$ cat src/rtl/pixel_stream_feeder_pkg.sv
// Shared types and constants for the pixel stream feeder: pixel width, default frame
// geometry and FSM state encoding.
package pixel_stream_feeder_pkg;

   localparam int unsigned RGB_W            = 24;
   localparam int unsigned ENTRY_W          = RGB_W + 1;
   localparam int unsigned DEF_FIFO_DEPTH   = 16;
   localparam int unsigned DEF_FRAME_WIDTH  = 640;
   localparam int unsigned DEF_FRAME_HEIGHT = 480;

   typedef enum logic [1:0] {
      FEED_IDLE     = 2'd0,
      FEED_WAIT_ACK = 2'd1,
      FEED_WAIT_RDY = 2'd2
   } feed_state_e;

   typedef struct packed {
      logic             sof;
      logic [RGB_W-1:0] rgb;
   } feed_entry_t;

endpackage

$ cat src/rtl/pixel_stream_feeder_sync_fifo.sv
// Synchronous FIFO with registered full/empty flags and an occupancy output.
// Data written into an empty FIFO becomes readable on the following cycle.
module sync_fifo #(
   parameter int unsigned WIDTH = 25,
   parameter int unsigned DEPTH = 16
) (
   input  logic                     clk,
   input  logic                     rst_n,
   input  logic                     wr_en,
   input  logic [WIDTH-1:0]         wr_data,
   input  logic                     rd_en,
   output logic [WIDTH-1:0]         rd_data,
   output logic                     full,
   output logic                     empty,
   output logic [$clog2(DEPTH):0]   level
);

   localparam int unsigned AW = $clog2(DEPTH);
   localparam int unsigned LW = AW + 1;
   localparam logic [LW-1:0] DEPTH_L = LW'(DEPTH);

   logic [WIDTH-1:0] mem_q [DEPTH];
   logic [AW-1:0]    wr_ptr_q, wr_ptr_d;
   logic [AW-1:0]    rd_ptr_q, rd_ptr_d;
   logic [LW-1:0]    level_q, level_d;
   logic             full_q, full_d;
   logic             empty_q, empty_d;
   logic             wr, rd;

   assign wr = wr_en & ~full_q;
   assign rd = rd_en & ~empty_q;

   always_comb begin
      wr_ptr_d = wr ? wr_ptr_q + AW'(1) : wr_ptr_q;
      rd_ptr_d = rd ? rd_ptr_q + AW'(1) : rd_ptr_q;
      level_d  = level_q;
      unique case ({wr, rd})
         2'b10:   level_d = level_q + LW'(1);
         2'b01:   level_d = level_q - LW'(1);
         default: level_d = level_q;
      endcase
      full_d  = (level_d == DEPTH_L);
      empty_d = (level_d == '0);
   end

   always_ff @(posedge clk or negedge rst_n) begin
      if (!rst_n) begin
         wr_ptr_q <= '0;
         rd_ptr_q <= '0;
         level_q  <= '0;
         full_q   <= 1'b0;
         empty_q  <= 1'b1;
      end else begin
         wr_ptr_q <= wr_ptr_d;
         rd_ptr_q <= rd_ptr_d;
         level_q  <= level_d;
         full_q   <= full_d;
         empty_q  <= empty_d;
      end
   end

   always_ff @(posedge clk) begin
      if (wr) mem_q[wr_ptr_q] <= wr_data;
   end

   assign rd_data = mem_q[rd_ptr_q];
   assign full    = full_q;
   assign empty   = empty_q;
   assign level   = level_q;

endmodule

$ cat src/rtl/pixel_stream_feeder.sv
// Buffers source pixels and issues them one per handshake to the image processor,
// tracking x/y position. Define FEEDER_STATS_EN to add stall/overflow statistics.
module pixel_stream_feeder
   import pixel_stream_feeder_pkg::*;
#(
   parameter int unsigned FIFO_DEPTH   = DEF_FIFO_DEPTH,
   parameter int unsigned FRAME_WIDTH  = DEF_FRAME_WIDTH,
   parameter int unsigned FRAME_HEIGHT = DEF_FRAME_HEIGHT
) (
   input  logic                            clk,
   input  logic                            rst_n,
   input  logic [RGB_W-1:0]                src_rgb,
   input  logic                            src_sof,
   input  logic                            src_valid,
   output logic                            src_ready,
   input  logic                            matrix_valid,
   output logic [RGB_W-1:0]                proc_rgb,
   output logic                            proc_valid,
   input  logic                            proc_ready,
   output logic [$clog2(FRAME_WIDTH)-1:0]  pix_x,
   output logic [$clog2(FRAME_HEIGHT)-1:0] pix_y,
   output logic                            frame_done,
   output logic [$clog2(FIFO_DEPTH):0]     fifo_level,
   output logic                            busy
`ifdef FEEDER_STATS_EN
   ,
   output logic [31:0]                     stall_cycles,
   output logic                            overflow_seen
`endif
);

   localparam int unsigned XW = $clog2(FRAME_WIDTH);
   localparam int unsigned YW = $clog2(FRAME_HEIGHT);
   localparam logic [XW-1:0] X_LAST = XW'(FRAME_WIDTH - 1);
   localparam logic [YW-1:0] Y_LAST = YW'(FRAME_HEIGHT - 1);

   feed_state_e        state_q, state_d;
   logic               proc_valid_q, proc_valid_d;
   logic [RGB_W-1:0]   proc_rgb_q, proc_rgb_d;
   logic [XW-1:0]      pix_x_q, pix_x_d;
   logic [YW-1:0]      pix_y_q, pix_y_d;
   logic               frame_done_q, frame_done_d;

   logic               fifo_full, fifo_empty, push, pop;
   logic [ENTRY_W-1:0] fifo_rd_data;
   feed_entry_t        head;

   assign src_ready = ~fifo_full;
   assign push      = src_valid & ~fifo_full;
   assign head      = feed_entry_t'(fifo_rd_data);

   sync_fifo #(
      .WIDTH (ENTRY_W),
      .DEPTH (FIFO_DEPTH)
   ) u_fifo (
      .clk     (clk),
      .rst_n   (rst_n),
      .wr_en   (push),
      .wr_data ({src_sof, src_rgb}),
      .rd_en   (pop),
      .rd_data (fifo_rd_data),
      .full    (fifo_full),
      .empty   (fifo_empty),
      .level   (fifo_level)
   );

   always_comb begin
      state_d      = state_q;
      proc_valid_d = 1'b0;
      proc_rgb_d   = proc_rgb_q;
      pop          = 1'b0;
      unique case (state_q)
         FEED_IDLE: begin
            if (!fifo_empty && matrix_valid && proc_ready) begin
               pop          = 1'b1;
               proc_valid_d = 1'b1;
               proc_rgb_d   = head.rgb;
               state_d      = FEED_WAIT_ACK;
            end
         end
         // A processor that keeps input_ready high never acknowledges, so we stay here.
         FEED_WAIT_ACK: if (!proc_ready) state_d = FEED_WAIT_RDY;
         FEED_WAIT_RDY: if (proc_ready)  state_d = FEED_IDLE;
         default:       state_d = FEED_IDLE;
      endcase

      pix_x_d = pix_x_q;
      pix_y_d = pix_y_q;
      if (pop) begin
         if (head.sof) begin
            pix_x_d = '0;
            pix_y_d = '0;
         end else if (pix_x_q == X_LAST) begin
            pix_x_d = '0;
            pix_y_d = (pix_y_q == Y_LAST) ? '0 : pix_y_q + YW'(1);
         end else begin
            pix_x_d = pix_x_q + XW'(1);
         end
      end
      frame_done_d = pop && (pix_x_d == X_LAST) && (pix_y_d == Y_LAST);
   end

   always_ff @(posedge clk or negedge rst_n) begin
      if (!rst_n) begin
         state_q      <= FEED_IDLE;
         proc_valid_q <= 1'b0;
         proc_rgb_q   <= '0;
         pix_x_q      <= '0;
         pix_y_q      <= '0;
         frame_done_q <= 1'b0;
      end else begin
         state_q      <= state_d;
         proc_valid_q <= proc_valid_d;
         proc_rgb_q   <= proc_rgb_d;
         pix_x_q      <= pix_x_d;
         pix_y_q      <= pix_y_d;
         frame_done_q <= frame_done_d;
      end
   end

   assign proc_valid = proc_valid_q;
   assign proc_rgb   = proc_rgb_q;
   assign pix_x      = pix_x_q;
   assign pix_y      = pix_y_q;
   assign frame_done = frame_done_q;
   assign busy       = ~fifo_empty | (state_q != FEED_IDLE);

`ifdef FEEDER_STATS_EN
   logic [31:0] stall_cycles_q, stall_cycles_d;
   logic        overflow_seen_q, overflow_seen_d;
   logic        stalled;

   assign stalled = ~fifo_empty & matrix_valid & ((state_q != FEED_IDLE) | ~proc_ready);

   always_comb begin
      stall_cycles_d  = (stalled && stall_cycles_q != '1) ? stall_cycles_q + 32'd1 : stall_cycles_q;
      overflow_seen_d = overflow_seen_q | (src_valid & fifo_full);
   end

   always_ff @(posedge clk or negedge rst_n) begin
      if (!rst_n) begin
         stall_cycles_q  <= '0;
         overflow_seen_q <= 1'b0;
      end else begin
         stall_cycles_q  <= stall_cycles_d;
         overflow_seen_q <= overflow_seen_d;
      end
   end

   assign stall_cycles  = stall_cycles_q;
   assign overflow_seen = overflow_seen_q;
`endif

endmodule

$ cat config.mk
export PLATFORM = sky130hd
export DESIGN_NAME = pixel_stream_feeder
export DESIGN_NICKNAME = d
export VERILOG_FILES = /design/src/rtl/pixel_stream_feeder_pkg.sv /design/src/rtl/pixel_stream_feeder_sync_fifo.sv /design/src/rtl/pixel_stream_feeder.sv
export SDC_FILE = /design/constraint.sdc
export NUM_CORES = 1
export LEC_CHECK = 0
export CAP_MARGIN = 20
export CELL_PAD_IN_SITES_DETAIL_PLACEMENT = 0
export CELL_PAD_IN_SITES_GLOBAL_PLACEMENT = 1
export CORE_ASPECT_RATIO = 0.8
export CORE_MARGIN = 5
export CORE_UTILIZATION = 40
export DETAILED_ROUTE_END_ITERATION = 6
export DONT_BUFFER_PORTS = 1
export HOLD_SLACK_MARGIN = 0.06
export PLACE_DENSITY_LB_ADDON = 0.15
export SLEW_MARGIN = 20
export SYNTH_ARGS = -nofsm -noshare
export SYNTH_HDL_FRONTEND = slang
export SYNTH_SLANG_ARGS = --single-unit
export TNS_END_PERCENT = 10
$ cat constraint.sdc
create_clock -name clk -period 3.4 [get_ports clk]
set_clock_uncertainty 0.2 [all_clocks]
set_input_delay 0.51 -clock clk [delete_from_list [all_inputs] [get_ports clk]]
set_output_delay 0.51 -clock clk [all_outputs]
set_load 0.005 [all_outputs]
==> impl_metrics.json, run 1 <==
{
  "grt_pass1_vias": 9083,
  "routed_via_density": 5.29,
  "final_util_pct": 46.9,
  "syn-num-nets": 953,
  "ys_ff_latch": 462,
  "grt_use_total_pct": 16.5,
  "seq_area_um2": 13600,
  "yosysWarnings": 0,
  "final_common_cell": "edfxtp_1",
  "cp.arrival_ns": 3.17,
  "p_per_area_nw_per_um2": 788,
  "cts_setup_buffers": 0,
  "clock.fmax_ghz": 0.345,
  "cts_max_level": 2,
  "drt-total-wl_um": 41500,
  "insertion_delay_ns": 0.56,
  "io_buffers": 0,
  "ir_drop_mv": 0.433,
  "holdPathEnd": "u_fifo.wr_ptr_q[0]$_DFFE_PN0P_",
  "synth_ff_type": "edfxtp_1",
  "rsz0062_at_grt": "false",
  "rows": 69,
  "synth-edff-count": 400,
  "grtUsageMet1_pct": 24.3,
  "cts_root_buf": "clkbuf_16",
  "crit_fanout": 19,
  "maxSlewViolCount": 0,
  "die_w_um": 249,
  "n_fill_cell": 3835,
  "tightest_slew_ns": 0.689,
  "ios": 82,
  "synthToLayoutAreaGrowth_pct": 15.3,
  "rrSetupSlack_ns": 0.50,
  "postSynth.asyncResetShare_pct": 13.4,
  "reg2reg_to": "u_fifo.full$_DFF_PN0_",
  "drv_cap": 0,
  "multiInputGateArea_um2": 4400,
  "crit_path_start_kind": "flop",
  "dp_hpwl_um": 22000,
  "most-common-layout-cells": "400 x edfxtp_1, 124 x mux4_2, 105 x nand2_1",
  "dr.pass1.iters": 4,
  "ctsResizeCount": 0,
  "worstSetupEndpointType": "flop",
  "start_util_pct": 40.7,
  "ant_nets": 0,
  "yosysSeqAreaShare_pct": 74.5,
  "top_usage_layer": "met2",
  "status": "completed",
  "wl_per_cell_um": 25.5,
  "grt_pass1_wl_um": 62200,
  "cp.required_ns": 3.67,
  "hold_start": "src_valid",
  "vias": 8604,
  "clk_path_buf_depth": 3,
  "r2r_cells": 10,
  "tns_ns": 0,
  "period_needed_ns": 2.90,
  "setup_viol": 0,
  "period_share_pct": 85.3,
  "coreArea_um2": 44700,
  "nNetsFinal": 1023,
  "groute.layer.met3.usage_pct": 3.32,
  "cts.clk_slew.worst_paths_ns": 0.06,
  "power_leakage_nw": 6.94,
  "grt-ovfl-total": 0,
  "holdPathStages": 3,
  "gp_congestion": 0.718,
  "grt_start_max_net_pins": 63,
  "drc": 0,
  "hold_buffers": 29,
  "reg2reg_from": "u_fifo.empty$_DFF_PN1_",
  "relSlewSlack_pct": 54.1,
  "die-area_um2": 49900,
  "whs_ns": 0.240,
  "die_y_um": 201,
  "synth_cells": 914,
  "hold_viol": 0,
  "layout-drive-gt1-share_pct": 25.9,
  "drtIter0Drc": 609,
  "cts_tree": "done",
  "synth_cell_type_count": 56,
  "startpoint": "u_fifo.empty$_DFF_PN1_",
  "cts_num_sinks": 462,
  "hold_path_class": "in -> reg",
  "grtUsageMet2_pct": 25.9,
  "critPathKind": "reg -> reg",
  "numCtsBuffers": 47,
  "synth_area_per_cell_um2": 19.9,
  "antenna_found_initial": 2,
  "synth_area_um2": 18200
}
-- cell usage after synthesis (all sizes together) (4+ instances only) --
library cell	n	area (um2)
nand2	107	407
clkbuf	21	91.3
xor2	5	43.8
o21ai	11	55.1
inv	10	37.5
mux4	124	2790
nor3	13	76.3
nor2	14	55.1
xnor2	16	140
a21oi	12	63.8
mux2i	4	40.0
and2	18	113
and3	6	37.5
nand2b	5	31.3
dfrtp	61	1530
edfxtp	400	12000
ha	9	113
nand4	7	43.8
buf	22	126
nand3	9	45.0
-- per-stage QoR --
stage,power [W],setup slack (ns),area [um2],std cells
finish,0.0165,0.498,21000,1626
global route,0.0174,0.275,21000,1626
CTS,0.0168,0.495,21000,1625
detailed placement,0.0116,0.509,19200,1509
global placement,0.0116,0.511,19200,1509
floorplan,0.0104,0.647,18200,914
-- how the worst max path moves through the flow --
stage | endpoint | slack, ns | cells after the start
6_report | u_fifo.full$_DFF_PN0_ | 0.50 | 10
5_1_grt | u_fifo.full$_DFF_PN0_ | 0.28 | 10
4_1_cts | u_fifo.full$_DFF_PN0_ | 0.50 | 10
3_5_place_dp | u_fifo.full$_DFF_PN0_ | 0.51 | 10
3_3_place_gp | u_fifo.empty$_DFF_PN1_ | 0.51 | 10
2_1_floorplan | u_fifo.full$_DFF_PN0_ | 0.65 | 11
-- where the power goes --
part,switching [W],total [W],internal [W],leakage (nW)
clock,0.00213,0.00507,0.00293,0.730
sequential,0.000484,0.00741,0.00693,4.40
combinational,0.00201,0.00407,0.00206,1.81
-- worst max-delay path, cell delays in order, from the launching register on --
cell	delay, ns
dfstp_2	0.52
nand3b_1	0.22
or2_4	0.36
clkinv_2	0.13
ha_1	0.26
a21oi_1	0.20
xnor2_1	0.13
nand2b_1	0.08
xnor2_1	0.14
or3_4	0.41
nor3b_2	0.16
-- routing by layer --
layer | wire, um | vias to the layer above | share of wire, %
met3 | 1890 | 56 | 4.6
li1 | - | 3816 | -
met1 | 19500 | 4575 | 47
met2 | 19500 | 155 | 47
met4 | 612 | 2 | 1.5
met5 | 7 | - | 0.017
-- final cells by class --
cell class	instances	share of cell area (%)
flip-flops and latches	462	64.7
multi-input cells	398	21.0
clock buffers	59	6.01
well taps	603	3.59
repair buffers	64	3.37
clock inverters	28	1.16
inverters	11	0.203
diodes	1	0.0119
-- logic make-up after synthesis --
group | count (synthesis) | synth area share [%]
buf+inv | 54 | 1.43
mux | 130 | 15.7
simple gates | 200 | 5.44
flops | 462 | 74.5
xor+xnor | 21 | 1.01
fa+ha+maj | 9 | 0.618
compound gates | 38 | 1.31
-- flip-flops by register name (all words and copies together), names as in the netlist, 2 cells and up --
name	cells
u_fifo.mem_q	400
proc_rgb	24
pix_x	10
pix_y	9
u_fifo.level	5
u_fifo.rd_ptr_q	4
u_fifo.wr_ptr_q	4
state_q	2
No activity file was read; power rests on OpenSTA's default activity.
==> run 2: changes to the inputs <==
--- a/config.mk
+++ b/config.mk
@@ -5,12 +5,11 @@
 export SDC_FILE = /design/constraint.sdc
 export NUM_CORES = 1
 export LEC_CHECK = 0
-export CAP_MARGIN = 20
 export CELL_PAD_IN_SITES_DETAIL_PLACEMENT = 0
 export CELL_PAD_IN_SITES_GLOBAL_PLACEMENT = 1
 export CORE_ASPECT_RATIO = 0.8
 export CORE_MARGIN = 5
-export CORE_UTILIZATION = 40
+export CORE_UTILIZATION = 55
 export DETAILED_ROUTE_END_ITERATION = 6
 export DONT_BUFFER_PORTS = 1
 export HOLD_SLACK_MARGIN = 0.06
==> impl_metrics.json, run 2 (synthesis gave the netlist of run 1 again) <==
{
  "grt_pass1_vias": 9244,
  "slowest_stage": "dfstp_2",
  "power_leakage_nw": 6.90,
  "drt-met1-wl_um": 16600,
  "worstSetupEndpointType": "flop",
  "drtIter0Drc": 769,
  "vias": 8852,
  "hold_start": "src_valid",
  "drv_cap": 0,
  "die_y_um": 173,
  "grt_pass1_wl_um": 58800,
  "clk_path_buf_depth": 3,
  "setup_viol": 0,
  "ctsResizeCount": 0,
  "io_buffers": 0,
  "top_layer": "met5",
  "cp_num_buf_inv": 1,
  "multiInputGateArea_um2": 4380,
  "antenna_found_initial": 1,
  "tns_ns": 0,
  "maxSlewViolCount": 0,
  "insertion_delay_ns": 0.55,
  "crit_fanout": 14,
  "layout-drive-gt1-share_pct": 24.7,
  "numCtsBuffers": 44,
  "gp_congestion": 0.871,
  "startpoint": "u_fifo.empty$_DFF_PN1_",
  "crit_path_start_kind": "flop",
  "hold_path_class": "in -> reg",
  "die_w_um": 213,
  "start_util_pct": 55.8,
  "grt_use_total_pct": 21.3,
  "wl_per_cell_um": 26.8,
  "grt-ovfl-total": 0,
  "drc": 0,
  "finalNonFillerCells": 1448,
  "drt-total-wl_um": 38800,
  "cp.arrival_ns": 3.35,
  "critPathKind": "reg -> reg",
  "relSlewSlack_pct": 38.8,
  "final_common_cell": "edfxtp_1",
  "rows": 59,
  "final_area_um2": 20600,
  "dpl.cell_count": 1337,
  "period_share_pct": 90.4,
  "cts_max_level": 2,
  "dr.pass1.iters": 5,
  "cts_num_sinks": 462,
  "dp_hpwl_um": 22100,
  "ir_drop_mv": 0.466,
  "cp_top_family": "simple AND/OR/NAND/NOR gates",
  "rsz0062_at_grt": "false",
  "nNetsFinal": 1024,
  "synthToLayoutAreaGrowth_pct": 13.4,
  "hold_viol": 0,
  "reg2reg_from": "u_fifo.empty$_DFF_PN1_",
  "cts_tree": "done",
  "path_cells": "nand3b_1, or2_4, clkinv_2, ha_1, a21oi_1, xnor2_1, nand2b_1, xnor2_1, or3_4, nor3_1",
  "ios": 82,
  "postPlaceCellArea_um2": 18900,
  "n_fill_cell": 2276,
  "crit_top_cell": "xnor2_1",
  "status": "completed",
  "met3_length_um": 2300,
  "die-area_um2": 36900,
  "ant_nets": 0,
  "coreArea_um2": 32600,
  "largest_reg_flops": 400,
  "whs_ns": 0.228,
  "regMostFlops": "u_fifo.mem_q",
  "cp.required_ns": 3.67,
  "most-common-layout-cells": "400 x edfxtp_1, 124 x mux4_2, 105 x nand2_1",
  "wl_met2_um": 19400,
  "cts_root_buf": "clkbuf_16",
  "period_needed_ns": 3.07,
  "routed_via_density": 6.11,
  "p_per_area_nw_per_um2": 787,
  "grt_start_max_net_pins": 63,
  "clock.fmax_ghz": 0.325,
  "antennaDiodeCount": 0,
  "cts.clk_slew.worst_paths_ns": 0.07,
  "seq_area_um2": 13600,
  "tightest_slew_ns": 0.914,
  "cpPeakStageDelay_ns": 0.53
}
## run 2: cell count changes in the layout (fill, tap and decap cells not counted), moves of 2 or more
cell       change
clkinv_2       +5
and2_1        +16
clkbuf_16      -2
buf_12         -4
and2_2        -16
clkinv_1      -10
clkbuf_1       +5
buf_4          +8
clkbuf_8       -3
## run 2: final cells by class
cell class                      count  area share (%)
Tap cell                          427            2.59
Sequential cell                   462            65.8
Timing Repair Buffer               68            3.33
Multi-Input combinational cell    398            21.2
Inverter                           11           0.206
Clock buffer                       59            5.76
Clock inverter                     23            1.12
## run 2: layer usage
metal	GRT usage, %	vias to the layer above
met1	30.9	4738
met4	4.40	2
met5	0	-
met3	4.60	41
met2	34.4	265
li1	-	3806
## run 2: where the power goes
part | total, W | switching (W) | internal (W)
Sequential | 0.00740 | 0.000476 | 0.00692
Combinational | 0.00401 | 0.00200 | 0.00201
Clock | 0.00483 | 0.00205 | 0.00278
## run 2: path summary, 6_finish.rpt
check,slack [ns],end,cells after the start
worst max register to register,0.33,u_fifo.empty$_DFF_PN1_,10
worst min-delay path,0.23,u_fifo.wr_ptr_q[0]$_DFFE_PN0P_,3
max in group asynchronous,2.32,u_fifo.empty$_DFF_PN1_,2
min in group asynchronous,0.36,frame_done$_DFF_PN0_,2
worst min register to register,0.30,proc_rgb[17]$_DFFE_PN0N_,2
worst max-delay path,0.33,u_fifo.empty$_DFF_PN1_,10
## run 2: worst register-to-register path: cells and delay by family, from the launching register on
family	cells	cell delay (ns)
xor gates and xnor gates	2	0.31
and+or+nand+nor	5	1.11
DFF	1	0.53
adders and majority gates	1	0.35
buffers and inverters	1	0.28
AOI/OAI and AO/OA	1	0.22
## run 2: repair_timing
| action | in CTS | in global routing |
|---|---|---|
| setup endpoints to repair | 0 | 0 |
| endpoints found under the hold margin | 464 | 0 |
| buffers inserted | 0 | 0 |
| hold buffers | 29 | 0 |
## run 2: through the flow
step / total power [W] / worst slack, ns / utilization [%]
floorplan: 0.0104 / 0.647 / -
CTS: 0.0164 / 0.334 / 63.3
finish: 0.0162 / 0.326 / 63.3
detailed placement: 0.0115 / 0.346 / 58.0
global placement: 0.0114 / 0.431 / 58.0
global route: 0.0170 / 0.0984 / 63.3
==> run 3: changes to the inputs <==
--- a/config.mk
+++ b/config.mk
@@ -12,6 +12,7 @@
 export CORE_UTILIZATION = 55
 export DETAILED_ROUTE_END_ITERATION = 6
 export DONT_BUFFER_PORTS = 1
+export GPL_TIMING_DRIVEN = 0
 export HOLD_SLACK_MARGIN = 0.06
 export PLACE_DENSITY_LB_ADDON = 0.15
 export SLEW_MARGIN = 20
==> impl_metrics.json, run 3 (synthesis gave the netlist of run 1 again) <==
{
  "status": "completed",
  "final_common_cell": "edfxtp_1",
  "wl_per_cell_um": 26.9,
  "ant_nets": 0,
  "rsz0062_at_grt": "false",
  "drv_cap": 0,
  "drtIter0Drc": 818,
  "reg2reg_from": "u_fifo.rd_ptr_q[1]$_DFFE_PN0P_",
  "p_switching_w": 0.00468,
  "p_int_w": 0.0123,
  "cts.clk_slew.worst_paths_ns": 0.06,
  "hold_start": "src_valid",
  "die-area_um2": 36900,
  "clk_path_buf_depth": 3,
  "clock.fmax_ghz": 0.320,
  "holdPathEnd": "u_fifo.wr_ptr_q[0]$_DFFE_PN0P_",
  "p_per_area_nw_per_um2": 804,
  "setup_viol": 0,
  "regMostFlops": "u_fifo.mem_q",
  "routed_via_density": 6.12,
  "grt_start_max_net_pins": 63,
  "hold_path_class": "in -> reg",
  "io_buffers": 0,
  "r2r_cells": 7,
  "layout-drive-gt1-share_pct": 25.5,
  "cts_num_sinks": 462,
  "dp_hpwl_um": 24400,
  "insertion_delay_ns": 0.55,
  "cp.required_ns": 3.63,
  "power.share.sequential_pct": 42.9,
  "ir_drop_mv": 0.449,
  "worstSetupEndpointType": "flop",
  "numCtsBuffers": 45,
  "n_fill_cell": 2124,
  "die_w_um": 213,
  "dr.pass1.iters": 5,
  "tns_ns": 0,
  "tightest_slew_ns": 1.01,
  "period_needed_ns": 3.12,
  "power_leakage_nw": 7.06,
  "most-common-layout-cells": "400 x edfxtp_1, 124 x mux4_2, 105 x nand2_1",
  "gp_congestion": 0.880,
  "cp.arrival_ns": 3.35,
  "period_share_pct": 91.9,
  "drt-total-wl_um": 39500,
  "antenna_found_initial": 2,
  "cts_max_level": 2,
  "cts_tree": "done",
  "whs_ns": 0.184,
  "cts_root_buf": "clkbuf_16",
  "rows": 59,
  "clock_power_share_pct": 31.0,
  "start_util_pct": 55.8,
  "pwr-share-comb_pct": 26.1,
  "switching_share_pct": 27.6,
  "finalPower_w": 0.0169,
  "grt_pass1_vias": 9270,
  "crit_path_start_kind": "flop",
  "crit_fanout": 10,
  "synthToLayoutAreaGrowth_pct": 15.7,
  "holdPathStages": 3,
  "grt_pass1_wl_um": 59500,
  "reg2reg_to": "proc_rgb[6]$_DFFE_PN0N_",
  "rrSetupSlack_ns": 0.28,
  "critPathKind": "reg -> reg",
  "multiInputGateArea_um2": 4400,
  "layout_setup_ws_ns": 0.276,
  "grt-ovfl-total": 0,
  "coreArea_um2": 32600,
  "seq_area_um2": 13600,
  "hold_viol": 0,
  "relSlewSlack_pct": 32.7,
  "drc": 0,
  "vias": 8985,
  "die_y_um": 173,
  "maxSlewViolCount": 0,
  "largest_reg_flops": 400,
  "ios": 82,
  "place_worst_setup_slack_ns": -0.0162,
  "grt_use_total_pct": 21.8,
  "nNetsFinal": 1045
}
## run 3: area by class of cell
| cell class | instances | area share (%) |
|---|---|---|
| clock buffer | 63 | 6.00 |
| clock inverter | 19 | 1.44 |
| sequential | 462 | 64.4 |
| antenna | 1 | 0.0119 |
| buffer | 42 | 1.02 |
| multi-input combinational | 398 | 20.9 |
| tap | 427 | 2.54 |
| inverter | 11 | 0.202 |
| timing repair buffer | 46 | 3.50 |
## run 3: worst max-delay path by stage
stage          slack, ns                      end  depth (start not counted)                      startpoint
4_1_cts            0.006    u_fifo.full$_DFF_PN0_                         11          state_q[0]$_DFFE_PN0P_
6_report            0.28  proc_rgb[6]$_DFFE_PN0N_                          7  u_fifo.rd_ptr_q[1]$_DFFE_PN0P_
5_1_grt             0.20    u_fifo.full$_DFF_PN0_                         10          u_fifo.empty$_DFF_PN1_
2_1_floorplan       0.65    u_fifo.full$_DFF_PN0_                         11          state_q[0]$_DFFE_PN0P_
3_3_place_gp        0.06  proc_rgb[6]$_DFFE_PN0N_                          7  u_fifo.rd_ptr_q[1]$_DFFE_PN0P_
3_5_place_dp       -0.02  proc_rgb[6]$_DFFE_PN0N_                          7  u_fifo.rd_ptr_q[1]$_DFFE_PN0P_
## run 3: metal layers
metal | vias to the layer above | part of all wire, % | GRT usage [%]
li1 | 3850 | - | -
met1 | 4762 | 42 | 31.8
met2 | 317 | 50 | 35.5
met3 | 54 | 6.3 | 3.59
met4 | 2 | 1.7 | 4.69
met5 | - | 0.028 | 0
## run 3: per-stage QoR
step | std cells | area [um2] | util [%]
5_1_grt | 1469 | 21100 | 64.6
4_1_cts | 1468 | 21100 | 64.5
2_1_floorplan | 914 | 18200 | -
3_5_place_dp | 1357 | 19200 | 58.8
6_report | 1469 | 21100 | 64.6
3_3_place_gp | 1341 | 18700 | 57.4
## run 3: power by group through the flow
stage	sequential, W	combinational, W	clock (W)
global route	0.00733	0.00478	0.00558
floorplan	0.00727	0.00311	0
finish	0.00727	0.00442	0.00525
global placement	0.00737	0.00409	0
CTS	0.00727	0.00448	0.00534
detailed placement	0.00739	0.00434	0
## run 3: what timing repair did
item | in CTS | in global routing
endpoints found under the setup margin | 2 | 2
gates resized for setup | 1 | 0
buffers inserted | 0 | 0
hold buffers | 29 | 0
endpoints found under the hold margin | 464 | 0
## run 3: critical path, cell delays in order, from the launching register on
cell and delay (ns):
dfrtp_1 0.37, buf_2 0.24, clkbuf_1 0.63, clkbuf_2 0.49
mux4_2 0.38, mux4_2 0.49, nand2_1 0.14, nand2_1 0.07
